File: config.mk
export PLATFORM = sky130hd
export DESIGN_NAME = multicycle_ctrl_fsm
export DESIGN_NICKNAME = d
export VERILOG_FILES = /design/src/rtl/multicycle_ctrl_fsm_pkg.sv /design/src/rtl/multicycle_ctrl_fsm_alu_decoder.sv /design/src/rtl/multicycle_ctrl_fsm.sv
export SDC_FILE = /design/constraint.sdc
export NUM_CORES = 1
export LEC_CHECK = 0
export BUFFER_PORTS_ARGS = -buffer_cell sky130_fd_sc_hd__buf_2
export CORE_MARGIN = 2
export CORE_UTILIZATION = 49
export DETAILED_ROUTE_END_ITERATION = 10
export MAX_ROUTING_LAYER = met4
export PLACE_DENSITY = 0.88
export RECOVER_POWER = 50
export SYNTH_ARGS = -nofsm -noshare
export SYNTH_HDL_FRONTEND = slang
export SYNTH_SLANG_ARGS = --single-unit
File: constraint.sdc
create_clock -name clk -period 2 [get_ports clk]
set_input_delay 0.5 -clock clk [delete_from_list [all_inputs] [get_ports clk]]
set_output_delay 0.5 -clock clk [all_outputs]
set_load 0.005 [all_outputs]
File: src/rtl/multicycle_ctrl_fsm_pkg.sv
// Shared encodings for the multi-cycle RV32I sequencer: states, opcodes and
// the select codes it drives into the datapath.
package ctrl_pkg;

    typedef enum logic [3:0] {
        S_IDLE,
        S_FETCH,
        S_DECODE,
        S_MEMADR,
        S_MEMREAD,
        S_MEMWB,
        S_MEMWRITE,
        S_EXEC_R,
        S_EXEC_I,
        S_ALUWB,
        S_BRANCH,
        S_JAL,
        S_LUI,
        S_TRAP
    } state_t;

    localparam logic [6:0] OP_LOAD   = 7'b0000011;
    localparam logic [6:0] OP_STORE  = 7'b0100011;
    localparam logic [6:0] OP_RTYPE  = 7'b0110011;
    localparam logic [6:0] OP_ITYPE  = 7'b0010011;
    localparam logic [6:0] OP_BRANCH = 7'b1100011;
    localparam logic [6:0] OP_JAL    = 7'b1101111;
    localparam logic [6:0] OP_LUI    = 7'b0110111;

    localparam logic [2:0] ALU_ADD = 3'b000;
    localparam logic [2:0] ALU_SUB = 3'b001;
    localparam logic [2:0] ALU_AND = 3'b010;
    localparam logic [2:0] ALU_OR  = 3'b011;
    localparam logic [2:0] ALU_XOR = 3'b100;
    localparam logic [2:0] ALU_SLT = 3'b101;
    localparam logic [2:0] ALU_SLL = 3'b110;
    localparam logic [2:0] ALU_SRL = 3'b111;

    localparam logic [2:0] IMM_I = 3'b000;
    localparam logic [2:0] IMM_S = 3'b001;
    localparam logic [2:0] IMM_B = 3'b010;
    localparam logic [2:0] IMM_J = 3'b011;
    localparam logic [2:0] IMM_U = 3'b100;

    localparam logic [1:0] RES_ALUOUT = 2'b00;
    localparam logic [1:0] RES_MEM    = 2'b01;
    localparam logic [1:0] RES_ALU    = 2'b10;

    localparam logic [1:0] SRCA_PC    = 2'b00;
    localparam logic [1:0] SRCA_OLDPC = 2'b01;
    localparam logic [1:0] SRCA_RS1   = 2'b10;

    localparam logic [1:0] SRCB_RS2  = 2'b00;
    localparam logic [1:0] SRCB_IMM  = 2'b01;
    localparam logic [1:0] SRCB_FOUR = 2'b10;

endpackage

File: src/rtl/multicycle_ctrl_fsm_alu_decoder.sv
// funct3/funct7[5] to ALU operation; SLTU folds onto SLT and SRA onto SRL
// because the ALU implements neither.
module alu_decoder
    import ctrl_pkg::*;
(
    input  logic [2:0] i_funct3,
    input  logic       i_funct7b5,
    input  logic       i_rtype,
    output logic [2:0] o_alu_ctrl
);

    always_comb begin
        o_alu_ctrl = ALU_ADD;
        case (i_funct3)
            3'b000: o_alu_ctrl = (i_rtype && i_funct7b5) ? ALU_SUB : ALU_ADD;
            3'b001: o_alu_ctrl = ALU_SLL;
            3'b010: o_alu_ctrl = ALU_SLT;
            3'b011: o_alu_ctrl = ALU_SLT;
            3'b100: o_alu_ctrl = ALU_XOR;
            3'b101: o_alu_ctrl = ALU_SRL;
            3'b110: o_alu_ctrl = ALU_OR;
            3'b111: o_alu_ctrl = ALU_AND;
        endcase
    end

endmodule

File: src/rtl/multicycle_ctrl_fsm.sv
// Multi-cycle control sequencer for the RV32I datapath: drives the datapath
// strobes per state, handshakes with unified memory, counts retired instructions.
module multicycle_ctrl_fsm
    import ctrl_pkg::*;
#(
    parameter int CNT_WIDTH  = 32,
    parameter int DATA_WIDTH = 32
) (
    input  logic                  clk,
    input  logic                  rst,
    input  logic                  run,
    input  logic [DATA_WIDTH-1:0] instr,
    input  logic                  eq,
    input  logic                  mem_ready,
    output logic                  mem_req,
    output logic                  mem_we,
    output logic                  adr_src,
    output logic                  ir_write,
    output logic                  pc_write,
    output logic                  reg_write,
    output logic [1:0]            alu_src_a,
    output logic [1:0]            alu_src_b,
    output logic [2:0]            alu_ctrl,
    output logic [2:0]            imm_src,
    output logic [1:0]            result_src,
    output logic                  trap,
    output logic [CNT_WIDTH-1:0]  instret
);

    state_t               r_state;
    state_t               w_next;
    logic                 r_trap;
    logic [CNT_WIDTH-1:0] r_instret;
    logic                 w_retire;
    logic [2:0]           w_alu_dec;
    logic                 w_unused_instr;

    wire logic [6:0] w_opcode = instr[6:0];
    wire logic [2:0] w_funct3 = instr[14:12];

    assign w_unused_instr = ^{instr[DATA_WIDTH-1:31], instr[29:15], instr[11:7]};

    alu_decoder u_alu_decoder (
        .i_funct3  (w_funct3),
        .i_funct7b5(instr[30]),
        .i_rtype   (r_state == S_EXEC_R),
        .o_alu_ctrl(w_alu_dec)
    );

    always_ff @(posedge clk or posedge rst) begin
        if (rst) begin
            r_state   <= S_IDLE;
            r_trap    <= 1'b0;
            r_instret <= '0;
        end else begin
            r_state <= w_next;
            if (w_next == S_TRAP)
                r_trap <= 1'b1;
            if (w_retire)
                r_instret <= r_instret + {{(CNT_WIDTH-1){1'b0}}, 1'b1};
        end
    end

    always_comb begin
        w_next     = r_state;
        w_retire   = 1'b0;
        mem_req    = 1'b0;
        mem_we     = 1'b0;
        adr_src    = 1'b0;
        ir_write   = 1'b0;
        pc_write   = 1'b0;
        reg_write  = 1'b0;
        alu_src_a  = SRCA_PC;
        alu_src_b  = SRCB_RS2;
        alu_ctrl   = ALU_ADD;
        imm_src    = IMM_I;
        result_src = RES_ALUOUT;
        case (r_state)
            S_IDLE: if (run) w_next = S_FETCH;
            S_FETCH: begin
                mem_req    = 1'b1;
                alu_src_b  = SRCB_FOUR;
                result_src = RES_ALU;
                if (mem_ready) begin
                    ir_write = 1'b1;
                    pc_write = 1'b1;
                    w_next   = S_DECODE;
                end
            end
            S_DECODE: begin
                // Branch target is computed speculatively here into ALUOut
                alu_src_a = SRCA_OLDPC;
                alu_src_b = SRCB_IMM;
                imm_src   = IMM_B;
                case (w_opcode)
                    OP_LOAD, OP_STORE: w_next = S_MEMADR;
                    OP_RTYPE:          w_next = S_EXEC_R;
                    OP_ITYPE:          w_next = S_EXEC_I;
                    OP_BRANCH:         w_next = S_BRANCH;
                    OP_JAL:            w_next = S_JAL;
                    OP_LUI:            w_next = S_LUI;
                    default:           w_next = S_TRAP;
                endcase
            end
            S_MEMADR: begin
                alu_src_a = SRCA_RS1;
                alu_src_b = SRCB_IMM;
                imm_src   = (w_opcode == OP_STORE) ? IMM_S : IMM_I;
                w_next    = (w_opcode == OP_STORE) ? S_MEMWRITE : S_MEMREAD;
            end
            S_MEMREAD: begin
                mem_req = 1'b1;
                adr_src = 1'b1;
                if (mem_ready) w_next = S_MEMWB;
            end
            S_MEMWB: begin
                result_src = RES_MEM;
                reg_write  = 1'b1;
                w_retire   = 1'b1;
                w_next     = S_FETCH;
            end
            S_MEMWRITE: begin
                mem_req = 1'b1;
                mem_we  = 1'b1;
                adr_src = 1'b1;
                if (mem_ready) begin
                    w_retire = 1'b1;
                    w_next   = S_FETCH;
                end
            end
            S_EXEC_R: begin
                alu_src_a = SRCA_RS1;
                alu_src_b = SRCB_RS2;
                alu_ctrl  = w_alu_dec;
                w_next    = S_ALUWB;
            end
            S_EXEC_I: begin
                alu_src_a = SRCA_RS1;
                alu_src_b = SRCB_IMM;
                imm_src   = IMM_I;
                alu_ctrl  = w_alu_dec;
                w_next    = S_ALUWB;
            end
            S_ALUWB: begin
                reg_write = 1'b1;
                w_retire  = 1'b1;
                w_next    = S_FETCH;
            end
            S_BRANCH: begin
                alu_src_a = SRCA_RS1;
                alu_src_b = SRCB_RS2;
                alu_ctrl  = ALU_SUB;
                case (w_funct3)
                    3'b000: begin pc_write = eq;  w_retire = 1'b1; w_next = S_FETCH; end
                    3'b001: begin pc_write = !eq; w_retire = 1'b1; w_next = S_FETCH; end
                    default: w_next = S_TRAP;
                endcase
            end
            S_JAL: begin
                // PC takes the DECODE target from ALUOut while oldPC+4 lands in ALUOut
                alu_src_a = SRCA_OLDPC;
                alu_src_b = SRCB_FOUR;
                pc_write  = 1'b1;
                w_next    = S_ALUWB;
            end
            S_LUI: begin
                alu_src_a = SRCA_RS1;
                alu_src_b = SRCB_IMM;
                imm_src   = IMM_U;
                w_next    = S_ALUWB;
            end
            S_TRAP: w_next = S_TRAP;
            default: w_next = S_IDLE;
        endcase
    end

    assign trap    = r_trap;
    assign instret = r_instret;

endmodule

==> Implementation_results.wiki, run 1 <==
{| class="wikitable"
! Metric !! Value
|-
| Via count of the first global-routing pass || ~2k
|-
| Proportion of layout cells with a drive suffix above 1 || between 40% and 50%
|-
| Standard cell area after detailed placement || roughly 2800 um^2
|-
| Result of the run || complete, but fails checks
|-
| Height of the die || just over 70 um
|-
| Final core utilization || 70.72%
|-
| Initial antenna violation count || 0
|-
| Drt total wl || 6001 um
|-
| Required time at the endpoint of the critical path || 1.50 ns
|-
| Top cells by area in the synthesized netlist || dfrtp_1, xnor2_1, and3_1
|-
| Async SR Flop Fraction || 100.0%
|-
| Net Sw Frac || 37.48%
|-
| Largest area contributor in the netlist || dfrtp_1
|-
| Number of fill cells in the layout || about 310
|-
| F_max || about 450 MHz
|-
| Final Hold Violating Endpoints || 0
|-
| Number of I/O pins || between 80 and 90
|-
| Synthesis Warnings || 0
|-
| Sequential cell fraction of total power || between 30% and 40%
|-
| Pwr per Cell Area || between 900 and 1000 nW/um^2
|-
| Mean instance size in the synthesized netlist || 10.09 um^2
|-
| Final-stage net count || 362
|-
| Clock transition at path regs || 0.06 ns
|-
| Design Area, Final || 3122 um^2
|-
| Critical Path Sink Type || primary output
|-
| CP startpoint kind || flop
|-
| Antenna fix cells || 0
|-
| Class of the tightest hold or removal check || primary input to async pin
|-
| Worst r2r src || r_state[0]
|-
| Post-route fraction of the period consumed by the critical path || 110.4%
|-
| First-pass GRT wire length || 9308 um
|-
| Data arrival time at the worst-slack endpoint || between 1.5 and 2 ns
|-
| Via density || around 5.8
|-
| Count of final setup violators || 4
|-
| Final weighted congestion in routability-driven placement || 0.8702
|-
| Syn Nets || 264
|-
| Highest-delay cell along the critical path || dfrtp_2
|-
| All-layer global routing usage || 23.11%
|-
| Yosys top cell area share || between 40% and 50%
|-
| Syn Inst Count || roughly 230
|-
| TritonCTS clock tree || built
|-
| Residual DRC || 0
|-
| Clock skew after layout || around 0.0020 ns
|-
| Startpoint of the most critical setup path || r_state[3]
|-
| Count of clock tree sinks || 37
|-
| IR Drop Worst-Case VDD || 497.0 uV
|-
| CP Class || flop to primary output
|-
| List of cells traversed by the critical path || and4b_1 -> a311o_1 -> a22o_1 -> o21ai_1 -> o21ai_1 -> buf_2
|-
| Clock Path Buffers || 2
|-
| Worst slew slack as a fraction of its limit || approximately 42%
|-
| Synth cell types || 58
|-
| DP HPWL || between 3000 and 4000 um
|-
| Largest stage delay on the critical path || between 0.4 and 0.5 ns
|-
| Synth Flop Type || dfrtp_1
|-
| Initial core utilization || 51.67%
|-
| Synthesis-stage register bit count || 37
|-
| Gr ovfl total || 0
|-
| Area growth from synthesis to layout || 36.86%
|-
| Port buffer count || 66
|-
| Number of antenna-violating nets in the routed design || 0
|-
| Die boundary width || around 72 um
|-
| Count of H-tree levels built during CTS || 2
|-
| Internal portion of total power || 1.909 mW
|-
| Pre-CTS setup slack || -0.07087 ns
|-
| Pin count of the biggest net entering global routing || 38
|-
| Core outline area || approximately 4400 um^2
|-
| Clock buffer count from CTS || 5
|-
| Area of the die || about 5200 um^2
|-
| CP max FO || 3
|-
| Worst-skew pair later-pin latency || about 0.28 ns
|-
| Unrepaired setup endpoints after global routing || yes
|-
| Critical path buffer and inverter count || 1
|-
| Period minus WS final || about 2.2 ns
|-
| Reported leakage power || 1.538 nW
|-
| Drt first pass iters || 4
|-
| Violations in the final reports || negative setup slack
|-
| Cell with the most instances on the worst path || o21ai_1
|-
| Number of hold-repair buffers added at the cts stage || 0
|-
| Number of enable-type register cells in the synthesized netlist || 0
|-
| Syn Std Cell Area || ~2300 um^2
|-
| Maximum Capacitance Violations || 0
|-
| Share of the yosys chip area belonging to registers || between 40 and 50%
|-
| Pins Over Slew Limit || 0
|-
| 1st-iter DRT viols || ~210
|-
| DR vias || approximately 2.2k
|-
| Clk pwr share || between 10% and 20%
|-
| Gate power share || between 50% and 60%
|-
| Kind of cell adding the most delay to the critical path || compound AO/OA/AOI/OAI gates
|-
| Least-Margin Pin Slew || about 0.87 ns
|-
| Standard-cell rows || 24
|-
| Minimum setup slack in the final design || -0.2084 ns
|-
| Avg WL per Cell || approximately 16 um
|-
| Net switching power || between 1 and 1.5 mW
|-
| Buffer type at the clock tree root || clkbuf_8
|}
[state kept, by name, indices dropped and copies added (netlist names)]
| name | flops |
|---|---|
| trap | 1 |
| instret | 32 |
| r_state | 4 |
[final timing paths]
check	endpoint	slack, ns	cells past startpoint
min reg2reg	trap	0.47	1
max reg2reg	instret[30]	0.02	8
min in group clk	trap	0.47	1
max in group asynchronous	r_state[3]	0.94	3
max	alu_ctrl[0]	-0.21	6
min	instret[19]	0.47	3
[layer usage]
metal  GRT usage (%)  wire length, um  vias to the layer above
met5               -                0                        -
met4           8.176               54                        0
met3           2.500              352                        7
met2           38.53             3135                       92
met1           29.28             2459                     1053
li1                -                -                     1013
[cells in the mapped netlist (all sizes together) (2+ instances only)]
cell type   n
dfrtp      37
xnor2      32
nand3      20
nand2      15
and3       13
nand4      12
buf        10
nor2        9
o21ai       9
a21oi       7
nor3        7
inv         6
and4        5
xor2        5
nand2b      4
nor4        3
clkbuf      2
nor3b       2
[cells by family after synthesis]
group | Yosys count | share of synthesized area (%)
and+or+nand+nor | 100 | 28.20
xor gates and xnor gates | 37 | 14.54
DFF | 37 | 40.59
AOI/OAI and AO/OA | 30 | 10.31
buffers and inverters | 18 | 4.442
muxes | 2 | 0.9325
adders and majority gates | 2 | 0.9873
[through the flow]
| stage | hold slack (ns) | TNS (ns) | std cells | total power, mW |
|---|---|---|---|---|
| floorplan | 0.4626 | 0 | 226 | 1.722 |
| global placement | 0.4469 | -0.04025 | 349 | 2.062 |
| detailed placement | 0.4574 | -0.07087 | 349 | 2.103 |
| CTS | 0.3238 | -0.4250 | 366 | 2.785 |
| global route | 0.4946 | -0.7468 | 376 | 3.241 |
| finish | 0.4660 | -0.4707 | 376 | 3.053 |
[cell usage in the layout, fill, tap and decap left out, types with 2 or more instances in the layout]
cell type  instances
buf_2             53
buf_4             27
nor2_1             9
a21oi_1            4
xnor2_1           30
xor2_1             5
clkbuf_8           6
nor4_1             2
o21ai_0            6
nor3_1             6
buf_12             3
buf_6              8
nand3_1           13
and3_1            11
nand2_2            2
nand2b_1           2
xnor2_2            2
o21ai_1            3
nand2_1           13
clkbuf_1          11
inv_1              4
and4_1             4
nand4_1           11
dfrtp_1           36
a21oi_4            2
nand3_2            6
nand2b_4           2
[area by class of cell]
type	instances	area (um^2)	share of cell area (%)
Multi-Input combinational cell	171	1331	42.65
Inverter	6	26.28	0.8417
Tap cell	52	65.06	2.084
Clock buffer	7	86.33	2.766
Sequential cell	37	927.1	29.70
Timing Repair Buffer	103	685.7	21.96
[timing repair]
item	in CTS	in global routing
setup endpoints to repair	7	13
cloned	0	1
resized for setup	13	19
buffers inserted	10	9
pin swaps	4	3
[worst register-to-register path: cells and delay by family, from the launching register on]
| family | cells | cell delay (ns) |
|---|---|---|
| buffers and inverters | 3 | 0.42 |
| AND/OR/NAND/NOR | 2 | 0.50 |
| AO/OA/AOI/OAI | 2 | 0.28 |
| XOR/XNOR | 1 | 0.27 |
| flip-flops | 1 | 0.40 |
[power groups by stage]
stage	Clock (mW)	Combinational (mW)	Sequential [mW]
3_5_place_dp	0	1.15	0.949
3_3_place_gp	0	1.12	0.937
2_1_floorplan	0	0.769	0.954
5_1_grt	0.556	1.72	0.965
6_report	0.512	1.59	0.952
4_1_cts	0.517	1.33	0.940
(Power assumes the default switching activity.)
==> run 2, diff against run 1 <==
- CORE_UTILIZATION: 49 -> 30
- PLACE_DENSITY: 0.88 -> 0.62
==> run 2 against run 1 <==
- the flow still finishes with violations (negative setup slack)
- count of clock-buffer cells in the layout up 1
- sequential power fell by 1%
- first-iteration DRC count is 77% lower
- via count fell by 6.7%
- combinational power down 18%
- register-to-register slack better by 0.08 ns
- maximum frequency up 2.2%
- critical path depth stayed put
- critical path type unchanged
- critical endpoint unchanged
- largest cell class unchanged
==> Implementation_results.wiki, run 2 (same netlist as run 1, synthesis figures left out) <==
{| class="wikitable"
! Metric !! Value
|-
| Worst r2r src || r_state[1]
|-
| Avg WL per Cell || roughly 13 um
|-
| Initial antenna violation count || 0
|-
| Critical Path Sink Type || primary output
|-
| Depth of the worst register-to-register path || 7
|-
| Most common cell after layout, fill and taps aside || buf_2
|-
| Leading cell types in the layout, fill and taps excluded || buf_2, dfrtp_1, xnor2_1
|-
| Endpoint of the worst setup timing path || alu_ctrl[0]
|-
| Residual DRC || 0
|-
| Clock buffer count from CTS || 5
|-
| Final Hold Violating Endpoints || 0
|-
| DP HPWL || 3812 um
|-
| Standard-cell rows || 31
|-
| Required time at the endpoint of the critical path || around 1.5 ns
|-
| Area of the die || between 8000 and 9000 um^2
|-
| Final weighted congestion in routability-driven placement || roughly 0.83
|-
| Area growth from synthesis to layout || 31.05%
|-
| Net Sw Frac || 38.23%
|-
| First-pass GRT wire length || approximately 9100 um
|-
| IR Drop Worst-Case VDD || about 310 uV
|-
| DR vias || ~2k
|-
| Port buffer count || 66
|-
| Drt total wl || about 5400 um
|-
| Gr ovfl total || 0
|-
| Worst slew slack as a fraction of its limit || 39.17%
|-
| Via count of the first global-routing pass || 1,924
|-
| Clock skew after layout || 0.004987 ns
|-
| Instance count along the most critical hold path || 1
|-
| Number of I/O pins || between 80 and 90
|-
| CP Class || flop to primary output
|-
| Least-Margin Pin Slew || between 0.9 and 1 ns
|-
| Die boundary width || around 91 um
|-
| Worst R2R Setup Slack || around 0.10 ns
|-
| Number of antenna-violating nets in the routed design || 0
|-
| Internal portion of total power || approximately 1.7 mW
|-
| Gate power share || a little under half
|-
| Count of final setup violators || 4
|-
| Pins Over Slew Limit || 0
|-
| Data arrival time at the worst-slack endpoint || between 1.5 and 2 ns
|-
| Violations in the final reports || negative setup slack
|-
| CP max FO || 2
|-
| Buffer type at the clock tree root || clkbuf_8
|-
| Count of clock tree sinks || 37
|-
| Net switching power || between 1 and 1.5 mW
|-
| 1st-iter DRT viols || between 40 and 50
|-
| Capturing point of the worst reg2reg path || instret[1]
|-
| Period minus WS final || approximately 2.2 ns
|-
| Initial core utilization || between 30% and 40%
|-
| Number of fill cells in the layout || between 700 and 800
|-
| Drt first pass iters || 4
|-
| Antenna fix cells || 0
|-
| Max FFs per register || 32
|-
| Startpoint of the most critical setup path || r_state[2]
|-
| Final core utilization || between 40% and 50%
|-
| Sequential cell fraction of total power || between 30% and 40%
|-
| Maximum Capacitance Violations || 0
|-
| Class of the tightest hold or removal check || flop to flop
|-
| Reported leakage power || between 1 and 1.5 nW
|-
| Result of the run || complete, but fails checks
|-
| All-layer global routing usage || 13.59%
|-
| Core outline area || 7292 um^2
|-
| Worst-skew pair later-pin latency || 0.28 ns
|-
| Pin count of the biggest net entering global routing || 38
|-
| Clock transition at path regs || about 0.060 ns
|-
| Unrepaired setup endpoints after global routing || yes
|-
| F_max || around 460 MHz
|-
| Post-route fraction of the period consumed by the critical path || 108.1%
|-
| TritonCTS clock tree || built
|-
| Proportion of layout cells with a drive suffix above 1 || around 36%
|-
| Final-stage net count || 350
|-
| Clk pwr share || between 10% and 20%
|-
| Clock Path Buffers || 2
|-
| Count of H-tree levels built during CTS || 2
|-
| Height of the die || 91.20 um
|-
| Minimum setup slack in the final design || -0.1619 ns
|-
| Via density || roughly 4.9
|-
| Worst Hold Slack || about 0.47 ns
|-
| Pwr per Cell Area || 917.1 nW/um^2
|-
| Pre-CTS setup slack || -0.08344 ns
|-
| CP startpoint kind || flop
|}
[run 2: cell types whose count changed in the layout (fill, tap and decap cells not counted), sizes merged]
cell,before,now
clkbuf,19,18
clkinvlp,1,0
inv,5,6
buf,91,81
[run 2: per-layer routing]
metal / vias to the layer above / part of all wire (%) / GRT usage (%)
met5: - / 0 / -
met4: 0 / 1.1 / 3.409
met3: 6 / 6.3 / 3.237
met2: 62 / 47 / 22.22
met1: 969 / 45 / 17.01
li1: 984 / - / -
[run 2: worst min path at each step]
stage / from / end / slack, ns
floorplan: trap / trap / 0.46
global placement: trap / trap / 0.45
detailed placement: instret[31] / instret[31] / 0.46
CTS: rst / instret[2] / 0.33
global route: instret[31] / instret[31] / 0.50
finish: instret[31] / instret[31] / 0.47
[run 2: worst max-delay path: stages, from the launching register on]
cell	delay [ns]
dfrtp_1	0.38
and4b_1	0.23
a311o_1	0.31
a22o_1	0.18
o21ai_1	0.08
o21ai_1	0.08
buf_2	0.13
[run 2: final cells by class]
cell class | instances | area [um^2] | share of cell area, %
timing repair buffer | 91 | 539.3 | 18.04
clock buffer | 8 | 80.08 | 2.679
sequential | 37 | 925.9 | 30.98
multi-input combinational | 171 | 1297 | 43.41
inverter | 6 | 22.52 | 0.7535
tap | 99 | 123.9 | 4.144
[run 2: power by group through the flow]
stage	Combinational (mW)	Clock, mW	Sequential [mW]
2_1_floorplan	0.769	0	0.954
3_3_place_gp	1.15	0	0.938
3_5_place_dp	1.16	0	0.949
4_1_cts	1.25	0.511	0.937
5_1_grt	1.44	0.547	0.957
6_report	1.31	0.491	0.938
[run 2: through the flow]
stage | setup TNS, ns | cell area [um^2] | cells | power, mW
floorplan | 0 | 2281 | 226 | 1.722
global placement | -0.05487 | 2816 | 397 | 2.086
detailed placement | -0.08344 | 2816 | 397 | 2.110
CTS | -0.5155 | 2963 | 410 | 2.701
global route | -1.136 | 2989 | 412 | 2.948
finish | -0.5184 | 2989 | 412 | 2.741
[run 2: what timing repair did]
item,CTS,global route
hold buffers,0,0
buffers inserted,5,2
pin swaps,3,0
setup endpoints to repair,6,13
gates resized for setup,8,8
==> run 3, diff against run 2 <==
- CORE_MARGIN: 2 -> 10
==> run 3 against run 2 <==
- the flow still finishes with violations (negative setup slack)
- clock power increased by 4.7%
- total power increased by 4.2%
- final cell count increased by 0.24%
- count of clock-buffer cells in the layout decreased by 1
- non-clock buffer count increased by 2
- sequential cell count unchanged
- critical path type unchanged
- highest routed layer unchanged
==> Implementation_results.wiki, run 3 (same netlist as run 1, synthesis figures left out) <==
{| class="wikitable"
! Metric !! Value
|-
| Count of clock tree sinks || 37
|-
| DP HPWL || 4452 um
|-
| Standard-cell rows || 31
|-
| Highest-delay cell along the critical path || dfrtp_1
|-
| Setup TNS || -0.5106 ns
|-
| Initial antenna violation count || 0
|-
| Instance count along the most critical hold path || 1
|-
| Residual DRC || 0
|-
| Antenna fix cells || 0
|-
| Destination of the worst hold path || instret[31]
|-
| Kind of cell adding the most delay to the critical path || compound AO/OA/AOI/OAI gates
|-
| Final-stage net count || between 300 and 400
|-
| Number of antenna-violating nets in the routed design || 0
|-
| Height of the die || approximately 110 um
|-
| Drt first pass iters || 4
|-
| Core outline area || about 7300 um^2
|-
| Worst slew slack as a fraction of its limit || 38.85%
|-
| Area growth from synthesis to layout || 33.19%
|-
| Standard cell area after detailed placement || approximately 2800 um^2
|-
| Violations in the final reports || negative setup slack
|-
| Class of the tightest hold or removal check || flop to flop
|-
| Worst R2R Setup Slack || ~0.12 ns
|-
| Initial core utilization || 31.11%
|-
| IR Drop Worst-Case VDD || ~410 uV
|-
| Number of fill cells in the layout || around 730
|-
| Worst-skew pair later-pin latency || roughly 0.28 ns
|-
| Count of final setup violators || 5
|-
| Drt total wl || roughly 6000 um
|-
| Pin count of the biggest net entering global routing || 38
|-
| Leading cell types in the layout, fill and taps excluded || buf_2, dfrtp_1, xnor2_1
|-
| Data arrival time at the worst-slack endpoint || roughly 1.7 ns
|-
| Number of hold-repair buffers added at the cts stage || 0
|-
| Result of the run || complete, but fails checks
|-
| CP Class || flop to primary output
|-
| Worst Hold Slack || 0.4745 ns
|-
| Avg WL per Cell || roughly 15 um
|-
| Worst r2r src || r_state[0]
|-
| Proportion of layout cells with a drive suffix above 1 || a little over a third
|-
| F_max || 456.1 MHz
|-
| CP startpoint kind || flop
|-
| Reported leakage power || 1.442 nW
|-
| Unrepaired setup endpoints after global routing || yes
|-
| Final weighted congestion in routability-driven placement || between 0.9 and 1
|-
| Via density || 4.903
|-
| Startpoint of the most critical hold path || instret[31]
|-
| Largest stage delay on the critical path || between 0.3 and 0.4 ns
|-
| Post-route fraction of the period consumed by the critical path || 109.6%
|-
| Clock transition at path regs || around 0.070 ns
|-
| 1st-iter DRT viols || 66
|-
| Depth of the worst register-to-register path || 8
|-
| Net switching power || 1.087 mW
|-
| Area of the die || ~11,000 um^2
|-
| Die boundary width || around 110 um
|-
| First-pass GRT wire length || approximately 9800 um
|-
| Internal portion of total power || about 1.8 mW
|-
| Period minus WS final || around 2.2 ns
|-
| Net Sw Frac || roughly two fifths
|-
| Pwr per Cell Area || between 900 and 1000 nW/um^2
|-
| DR vias || around 2k
|-
| Capturing point of the worst reg2reg path || trap
|-
| Most common cell after layout, fill and taps aside || buf_2
|-
| Final Hold Violating Endpoints || 0
|-
| Critical Path Sink Type || primary output
|-
| Port buffer count || 66
|-
| Clock buffer count from CTS || 5
|-
| Least-Margin Pin Slew || between 0.9 and 1 ns
|-
| Max FFs per register || 32
|-
| Critical path buffer and inverter count || 1
|-
| Cell with the most instances on the worst path || o21ai_1
|-
| All-layer global routing usage || around 10%
|-
| Via count of the first global-routing pass || roughly 2k
|-
| Required time at the endpoint of the critical path || 1.50 ns
|-
| Maximum Capacitance Violations || 0
|-
| Gate power share || approximately 49%
|-
| Pre-CTS setup slack || -0.05827 ns
|-
| Clock skew after layout || between 0.002 and 0.003 ns
|-
| Number of I/O pins || slightly below 90
|-
| Minimum setup slack in the final design || -0.1925 ns
|-
| Sequential cell fraction of total power || between 30 and 40%
|-
| Clock Path Buffers || 2
|-
| Design Area, Final || 3038 um^2
|-
| Buffer type at the clock tree root || clkbuf_8
|-
| Clk pwr share || between 15 and 20%
|-
| CP max FO || 2
|-
| Gr ovfl total || 0
|-
| Pins Over Slew Limit || 0
|-
| Count of H-tree levels built during CTS || 2
|-
| TritonCTS clock tree || built
|-
| List of cells traversed by the critical path || and4b_2 -> a311o_1 -> a22o_1 -> o21ai_1 -> o21ai_1 -> buf_2
|}
==> run 3: worst max-delay path by stage <==
stage,depth (start not counted),from,end,slack [ns]
floorplan,6,r_state[1],alu_ctrl[0],0.11
global placement,4,instr[3],imm_src[0],-0.05
detailed placement,4,instr[3],imm_src[0],-0.06
CTS,6,r_state[2],alu_ctrl[0],-0.21
global route,6,r_state[0],alu_ctrl[0],-0.32
finish,6,r_state[0],alu_ctrl[0],-0.19
==> run 3: area by class of cell <==
class	count	area (um^2)	area share [%]
multi-input cells	171	1323	43.53
flip-flops and latches	37	925.9	30.48
repair buffers	93	556.8	18.33
well taps	99	123.9	4.077
clock buffers	7	86.33	2.842
inverters	6	22.52	0.7414
==> run 3: power by group through the flow <==
stage | Combinational (mW) | Sequential, mW | Clock (mW)
floorplan | 0.769 | 0.954 | 0
global placement | 1.19 | 0.932 | 0
detailed placement | 1.20 | 0.936 | 0
CTS | 1.31 | 0.927 | 0.534
global route | 1.56 | 0.947 | 0.563
finish | 1.41 | 0.930 | 0.514
==> run 3: per-layer routing <==
metal	track usage, %	vias up	share of wire, %
met5	-	-	0
met4	2.321	0	0.45
met3	3.533	4	8.2
met2	16.14	64	47
met1	12.76	966	45
li1	-	991	-
==> run 3: repair_timing <==
item                                   in CTS  in global routing
endpoints found under the hold margin       0                  0
buffers inserted                            6                  1
setup endpoints to repair                   6                 10
resized for setup                          10                 12
pin swaps                                   4                  1
==> run 3: through the flow <==
stage	instances	utilization, %	power [mW]
5_1_grt	413	41.44	3.073
3_5_place_dp	399	38.62	2.135
3_3_place_gp	399	38.62	2.121
4_1_cts	412	40.98	2.775
2_1_floorplan	226	-	1.722
6_report	413	41.44	2.855
